File: src/rtl/seg_scan_display.sv
// seg_scan_display: time-multiplexed 8-digit hex driver for a common-anode
// seven-segment display. A prescaler holds each digit for SCAN_DIV clocks.
// A newly loaded value is only adopted at a frame boundary. This means one
// scan frame never shows digits from two different values.
//
// Load interface: display_we is a single-cycle write strobe with no
// back-pressure. Every cycle with display_we=1 (and rst_n=1) captures
// display. The last capture before a frame boundary is the one shown. A
// capture on the boundary cycle itself goes straight to the shown register.
module seg_scan_display #(
  parameter int unsigned SCAN_DIV = 4
) (
  input  logic        clk,
  input  logic        rst_n,
  input  logic [31:0] display,
  input  logic        display_we,
  input  logic        lz_blank,
  output logic [7:0]  digitalLocation,
  output logic [7:0]  digitalStates,
  output logic        frame_tick,
  output logic        pending
);

  localparam int unsigned PW = (SCAN_DIV > 1) ? $clog2(SCAN_DIV) : 1;
  localparam logic [PW-1:0] PLAST = PW'(SCAN_DIV - 1);

  logic [PW-1:0] pcnt;
  logic [2:0]    idx;
  logic [31:0]   shown_reg;
  logic [31:0]   pend_reg;
  logic          terminal;
  logic          boundary;
  logic [3:0]    cur_nib;
  logic          cur_blank;
  logic [7:0]    cur_seg;

  // Hex digit to active-low segments (bit0=a .. bit6=g, bit7=dp kept off).
  function automatic logic [7:0] seg7(input logic [3:0] n);
    logic [7:0] s;
    case (n)
      4'h0: s = 8'hC0;
      4'h1: s = 8'hF9;
      4'h2: s = 8'hA4;
      4'h3: s = 8'hB0;
      4'h4: s = 8'h99;
      4'h5: s = 8'h92;
      4'h6: s = 8'h82;
      4'h7: s = 8'hF8;
      4'h8: s = 8'h80;
      4'h9: s = 8'h90;
      4'hA: s = 8'h88;
      4'hB: s = 8'h83;
      4'hC: s = 8'hC6;
      4'hD: s = 8'hA1;
      4'hE: s = 8'h86;
      default: s = 8'h8E;
    endcase
    return s;
  endfunction

  // Scan timing: last prescaler count, and last count of the last digit.
  always_comb begin
    terminal = (pcnt == PLAST);
    boundary = terminal && (idx == 3'd7);
  end

  // Current digit decode. A digit above 0 is blanked when it and all higher
  // nibbles are zero.
  always_comb begin
    cur_nib   = shown_reg[{idx, 2'b00} +: 4];
    cur_blank = lz_blank && (idx != 3'd0) && ((shown_reg >> {idx, 2'b00}) == 32'd0);
    cur_seg   = cur_blank ? 8'hFF : seg7(cur_nib);
  end

  // Prescaler and digit index.
  always_ff @(posedge clk) begin
    if (!rst_n) begin
      pcnt <= '0;
      idx  <= 3'd0;
    end else begin
      pcnt <= terminal ? '0 : pcnt + 1'b1;
      if (terminal) idx <= idx + 3'd1;
    end
  end

  // Double buffer. A load goes to pend_reg. At a boundary shown_reg takes
  // the freshest value: a same-cycle load wins over an older pending one.
  always_ff @(posedge clk) begin
    if (!rst_n) begin
      pend_reg  <= 32'd0;
      shown_reg <= 32'd0;
      pending   <= 1'b0;
    end else begin
      if (display_we) pend_reg <= display;
      if (boundary) begin
        if (display_we)   shown_reg <= display;
        else if (pending) shown_reg <= pend_reg;
        pending <= 1'b0;
      end else if (display_we) begin
        pending <= 1'b1;
      end
    end
  end

  // Registered outputs, one cycle behind idx/shown_reg.
  always_ff @(posedge clk) begin
    if (!rst_n) begin
      digitalLocation <= 8'hFF;
      digitalStates   <= 8'hFF;
      frame_tick      <= 1'b0;
    end else begin
      digitalLocation <= ~(8'b1 << idx);
      digitalStates   <= cur_seg;
      frame_tick      <= boundary;
    end
  end

endmodule
File: config.mk
export PLATFORM = sky130hd
export DESIGN_NAME = seg_scan_display
export DESIGN_NICKNAME = d
export VERILOG_FILES = /design/src/rtl/seg_scan_display.sv
export SDC_FILE = /design/constraint.sdc
export NUM_CORES = 1
export LEC_CHECK = 0
export CAP_MARGIN = 5
export CORE_MARGIN = 2
export CORE_UTILIZATION = 61
export CTS_BUF_LIST = sky130_fd_sc_hd__clkbuf_4
export DETAILED_ROUTE_END_ITERATION = 7
export PLACE_DENSITY = 0.88
export SLEW_MARGIN = 20
export SYNTH_ARGS = -nofsm -noshare
export SYNTH_HDL_FRONTEND = slang
export SYNTH_SLANG_ARGS = --single-unit
File: constraint.sdc
create_clock -name clk -period 5.7 [get_ports clk]
set_input_delay 0.57 -clock clk [delete_from_list [all_inputs] [get_ports clk]]
set_output_delay 0.57 -clock clk [all_outputs]
set_load 0.1 [all_outputs]
==> results of run 1 <==
==> cell usage after synthesis (4+ instances only) <==
cell type / number
a22oi_1: 4
and2_1: 4
clkbuf_1: 21
dfxtp_1: 86
ha_1: 12
inv_1: 7
mux2i_1: 37
mux4_2: 8
nand2_1: 43
nand4_1: 5
nor2_1: 13
nor2b_1: 34
nor3_1: 6
nor4_1: 8
o211a_1: 33
o21ai_1: 5
==> stage by stage <==
stage / utilization, % / setup slack [ns] / total power (uW)
2_1_floorplan: - / 3.07 / 757
3_3_place_gp: 72.1 / 2.73 / 804
3_5_place_dp: 72.1 / 2.62 / 807
4_1_cts: 74.1 / 2.61 / 1120
5_1_grt: 74.1 / 2.36 / 1160
6_report: 74.1 / 2.60 / 1110
==> layout by cell type (no fill, tap or decap), types with 4 or more instances in the layout <==
cell type        instances
mux2i_1                 37
nor2b_1                 34
clkdlybuf4s50_1         50
clkbuf_4                 9
o21ai_1                  5
nand4_1                  5
mux4_2                   8
o211a_1                 33
and2_1                   4
ha_1                    12
nor3_1                   6
nor4_1                   8
nor2_1                  12
dfxtp_1                 86
a22oi_1                  4
inv_1                    7
nand2_1                 43
==> critical path, stage by stage, from the launching register on <==
cell and delay (ns):
dfxtp_1 0.87, mux4_2 0.61, mux2i_1 0.40, ha_1 0.31
o2111ai_1 0.12, o41a_1 0.51, o2111ai_1 0.21
==> area by class of cell <==
cell class                 instances  area, um2
tap                               75       93.8
clock inverter                     5       52.6
fill                             461       1550
timing repair buffer              54        526
clock buffer                       9       67.6
inverter                           8       30.0
multi-input combinational        250       1950
sequential                        86       1720
==> power by group through the flow <==
| stage | Combinational, uW | Sequential, uW | Clock (uW) |
|---|---|---|---|
| detailed placement | 160 | 647 | 0 |
| CTS | 161 | 634 | 327 |
| global placement | 157 | 646 | 0 |
| finish | 159 | 634 | 318 |
| global route | 170 | 636 | 349 |
| floorplan | 64.0 | 693 | 0 |
==> layer usage <==
layer  up-vias  wire length [um]  track usage [%]
met3        12               438             6.26
met5         -                 0                0
met1      1366              3350             30.5
met2        91              3710             38.6
met4         0               111             8.05
li1       1400                 -                -
==> logic make-up after synthesis <==
kind of cell / share of synthesized area (%)
adder cells (fa/ha/maj): 3.94
multiplexers: 15.7
other: 0.0985
buffers and inverters: 3.91
flip-flops: 45.2
XOR/XNOR: 0.230
AND/OR/NAND/NOR: 17.2
AO/OA/AOI/OAI: 13.7
==> path summary, 6_finish.rpt <==
kind	from	endpoint	slack [ns]	depth (start not counted)
setup reg to reg	idx[0]$_SDFFE_PN0P_	digitalStates[0]$_SDFF_PP1_	2.60	6
setup / recovery	idx[0]$_SDFFE_PN0P_	digitalStates[0]$_SDFF_PP1_	2.60	6
hold / removal	pcnt[0]$_SDFF_PP0_	pcnt[0]$_SDFF_PP0_	0.46	1
hold reg to reg	pcnt[0]$_SDFF_PP0_	pcnt[0]$_SDFF_PP0_	0.46	1
==> flow_summary.ini, run 1 <==
[sta]
min_period_ns = 3.10
rsz0062_at_grt = no
finalCritPeriodShare_pct = 54.5
hold_slack_ns = 0.464
worst_pin_slew_ns = 0.976
setup_viol_count_final = 0
slew_headroom_pct = 34.7
setup_tns_ns = 0
slew_viol_final = 0
max_freq_mhz = 322
hold_violations = 0
finalClockSkew_ns = 0.0138

[cells_and_area]
final_area_um2 = 4440
drive_gt1_share_pct = 7.28
areaGrowthSynthToFinish_pct = 16.5
final_cells = 487
antenna_cells = 0
num-nets-final = 457

[clock_network]
numCtsBuffers = 9
cts_tree = built
insertion_delay_ns = 0.43
clockRootBuffer = clkbuf_4
clk_path_buf_depth = 2
htreeDepth = 3
ctsResizeCount = 0
cts_num_sinks = 86
hold_buffers = 0
clkTransAtPathRegs_ns = 0.12
post_cts_buffers = 0

[power]
power_frac_comb_pct = 14.3
p_clk_share_pct = 28.6
p_leak_uw = 0.00214
p_sw_uw = 299
seqPwrFrac_pct = 57.1
switching_share_pct = 26.9
ir_worst_vdd_uv = 199
internal_power_uw = 812
power.density_nw_per_um2 = 250

[routing]
drt_wl_total_um = 7600
drt_pre_antenna_iters = 4
postRouteAntennaNets = 0
wire_per_inst_um = 15.6
drc_errors = 0
viasPerCell = 5.89
num_vias = 2869
drtIter0Drc = 120

[logic_synthesis]
synth_top_area_cell = dfxtp_1
async_reset_ff_share_pct = 0
syn_avg_cell_area_um2 = 10.2
synth_area_um2 = 3810
synth_top_area_share_pct = 45.2
synth_edf_count = 0
ys_seq_elements = 86
synth_nets = 420
yosys_warnings = 0
synth_ff_type = dfxtp_1
synthDistinctLibCells = 46
synthTopCellsByArea = dfxtp_1 (45%), mux2i_1 (9.7%), o211a_1 (8.7%)
synth-seq-area-share_pct = 45.2
syn_inst = 372

[grt]
grt_pass1_wl_um = 13400
grt_max_degree = 79
overflow = 0
grt_antenna_before_repair = 0
grt_pass1_vias = 2792
grt_usage_pct = 23.6

[die]
die_h_um = 83.0
initial_utilization_pct = 63.6
die_x_um = 83.0
die-area_um2 = 6890
num_rows = 28
ioPinCount = 54
core_um2 = 5990

[worst_setup_path]
end_kind = flip-flop
worstSetupPathType = flip-flop to flip-flop
crit_required_ns = 6.06
cp.arrival_ns = 3.46
crit_fanout = 21
startpoint_type = flip-flop

[job]
drv_cap = 0

[place]
io_buffers = 52
dpl.hpwl_um = 5340
place_inst = 473
dpl-instance-area_um2 = 4320
place_congestion = 0.901

[hold_path]
hp-class = flip-flop to flip-flop

[status]
outcome = finished, final reports clean
(Power assumes the default switching activity.)
==> run 2: changes to the inputs <==
--- a/config.mk
+++ b/config.mk
@@ -7,10 +7,10 @@
 export LEC_CHECK = 0
 export CAP_MARGIN = 5
 export CORE_MARGIN = 2
-export CORE_UTILIZATION = 61
+export CORE_UTILIZATION = 51
 export CTS_BUF_LIST = sky130_fd_sc_hd__clkbuf_4
 export DETAILED_ROUTE_END_ITERATION = 7
-export PLACE_DENSITY = 0.88
+export PLACE_DENSITY = 0.78
 export SLEW_MARGIN = 20
 export SYNTH_ARGS = -nofsm -noshare
 export SYNTH_HDL_FRONTEND = slang
==> constraint.sdc (replaced) <==
create_clock -name clk -period 2.5 [get_ports clk]
set_input_delay 0.25 -clock clk [delete_from_list [all_inputs] [get_ports clk]]
set_output_delay 0.25 -clock clk [all_outputs]
set_load 0.1 [all_outputs]
==> run 2 against run 1 <==
Flip-flop and latch count unchanged. Hold slack worse by 0.36 ns. Core utilization fell by 11 points. Sequential share of layout area down 1.1 points. Count of clock-buffer cells in the layout unchanged. Die area increased by 19%. Sequential power rose by 130%. Non-clock buffer count increased by 13. Design area grew 3.1%. Clock skew grew 0.0034 ns. Global-route usage down 2.8 points.
==> flow_summary.ini, run 2 (synthesized netlist as in run 1, its figures left out) <==
[worst_setup_path]
startpoint_type = flip-flop
path_delay_family = compound AO/OA/AOI/OAI gates
crit_fanout = 7
cp_slowest_cell = mux4_2
crit_required_ns = 2.85
crit_top_cell = o2111ai_1
cp.arrival_ns = 2.72
end_kind = flip-flop
worstSetupPathType = flip-flop to flip-flop
max_stage_delay_ns = 0.53
path_cells = mux4_2 > mux2i_1 > ha_1 > o2111ai_1 > o41a_1 > o2111ai_1
critical_path_buf_inv_count = 0

[clock_network]
insertion_delay_ns = 0.42
htreeDepth = 3
cts_tree = built
clockRootBuffer = clkbuf_4
cts_num_sinks = 86
numCtsBuffers = 9
clk_path_buf_depth = 2
clkTransAtPathRegs_ns = 0.14

[grt]
grt_pass1_wl_um = 13800
grt_pass1_vias = 2794
grt_usage_pct = 20.8
grt_antenna_before_repair = 0
overflow = 0
grt_max_degree = 77

[cells_and_area]
final_cell_mix = dfxtp_1 (85), nand2_1 (43), mux2i_1 (36)
areaGrowthSynthToFinish_pct = 20.1
final_cells = 525
drive_gt1_share_pct = 14.8
antenna_cells = 0
num-nets-final = 470
fillerInstances = 640
layout_commonest_cell = dfxtp_1
final_core_util_pct = 63.1

[power]
ir_worst_vdd_uv = 304
p_sw_uw = 721
switching_share_pct = 26.9
p_clk_share_pct = 32.5
p_leak_uw = 0.00221
power_frac_comb_pct = 13.8
power.density_nw_per_um2 = 586
internal_power_uw = 1960
seqPwrFrac_pct = 53.7

[sta]
setup_tns_ns = 0
setup_viol_count_final = 0
finalClockSkew_ns = 0.0172
hold_slack_ns = 0.102
setup_slack_ns = 0.131
worst_pin_slew_ns = 0.627
slew_viol_final = 0
slew_headroom_pct = 58.2
rsz0062_at_grt = no
min_period_ns = 2.37
finalCritPeriodShare_pct = 94.8
hold_violations = 0
max_freq_mhz = 422

[die]
die-area_um2 = 8170
core_um2 = 7250
initial_utilization_pct = 52.5
die_x_um = 90.4
num_rows = 31
ioPinCount = 54
die_h_um = 90.4

[place]
place_congestion = 0.935
io_buffers = 52
dpl.hpwl_um = 5590
post-place-ws_ns = 0.0634
place_inst = 510

[hold_path]
hp-class = primary input to flip-flop

[routing]
drtIter0Drc = 142
drc_errors = 0
drt_pre_antenna_iters = 4
viasPerCell = 5.50
wire_per_inst_um = 15.3
num_vias = 2887
postRouteAntennaNets = 0
drt_wl_total_um = 8010

[status]
outcome = finished, final reports clean

[job]
drv_cap = 0
==> run 2: power groups by stage <==
stage | Clock [uW] | Combinational, uW | Sequential (uW)
2_1_floorplan | 0 | 146 | 1580
3_3_place_gp | 0 | 368 | 1470
3_5_place_dp | 0 | 373 | 1470
4_1_cts | 894 | 373 | 1440
5_1_grt | 954 | 396 | 1450
6_report | 873 | 370 | 1440
==> run 2: repair_timing <==
action,CTS,global route
hold buffers,0,0
buffers inserted,0,0
setup endpoints to repair,0,7
resized for setup,0,1
==> run 2: routing by layer <==
metal	wire (um)	up-vias	global-route usage, %
met5	0	-	0
met4	177	0	9.36
met3	375	15	4.76
met2	3690	79	32.1
met1	3770	1358	28.0
li1	-	1435	-
==> run 2: path summary, 6_finish.rpt <==
| kind | endpoint | slack, ns | depth (start not counted) | start |
|---|---|---|---|---|
| setup reg to reg | digitalStates[0]$_SDFF_PP1_ | 0.13 | 6 | idx[0]$_SDFFE_PN0P_ |
| hold reg to reg | pcnt[0]$_SDFF_PP0_ | 0.44 | 1 | pcnt[0]$_SDFF_PP0_ |
| hold / removal | pending$_SDFFE_PP0P_ | 0.10 | 3 | display_we |
| setup / recovery | digitalStates[0]$_SDFF_PP1_ | 0.13 | 6 | idx[0]$_SDFFE_PN0P_ |
==> run 2: cell type report <==
cell class	instances	area [um2]	area share (%)
clock buffer	9	67.6	1.48
clock inverter	6	87.6	1.91
inverter	8	30.0	0.656
multi-input combinational	250	1950	42.6
sequential	86	1720	37.7
tap	99	124	2.71
timing repair buffer	67	593	13.0
==> run 2: stage by stage <==
step | total power [uW] | area [um2]
final | 2680 | 4570
after global routing | 2800 | 4570
after CTS | 2710 | 4570
after detailed placement | 1840 | 4420
after global placement | 1840 | 4420
after floorplan | 1730 | 3810
==> run 2: worst min-delay path, cell delays in order <==
cell	delay [ns]
buf_2	0.09
nor2_1	0.07
nor2_1	0.09
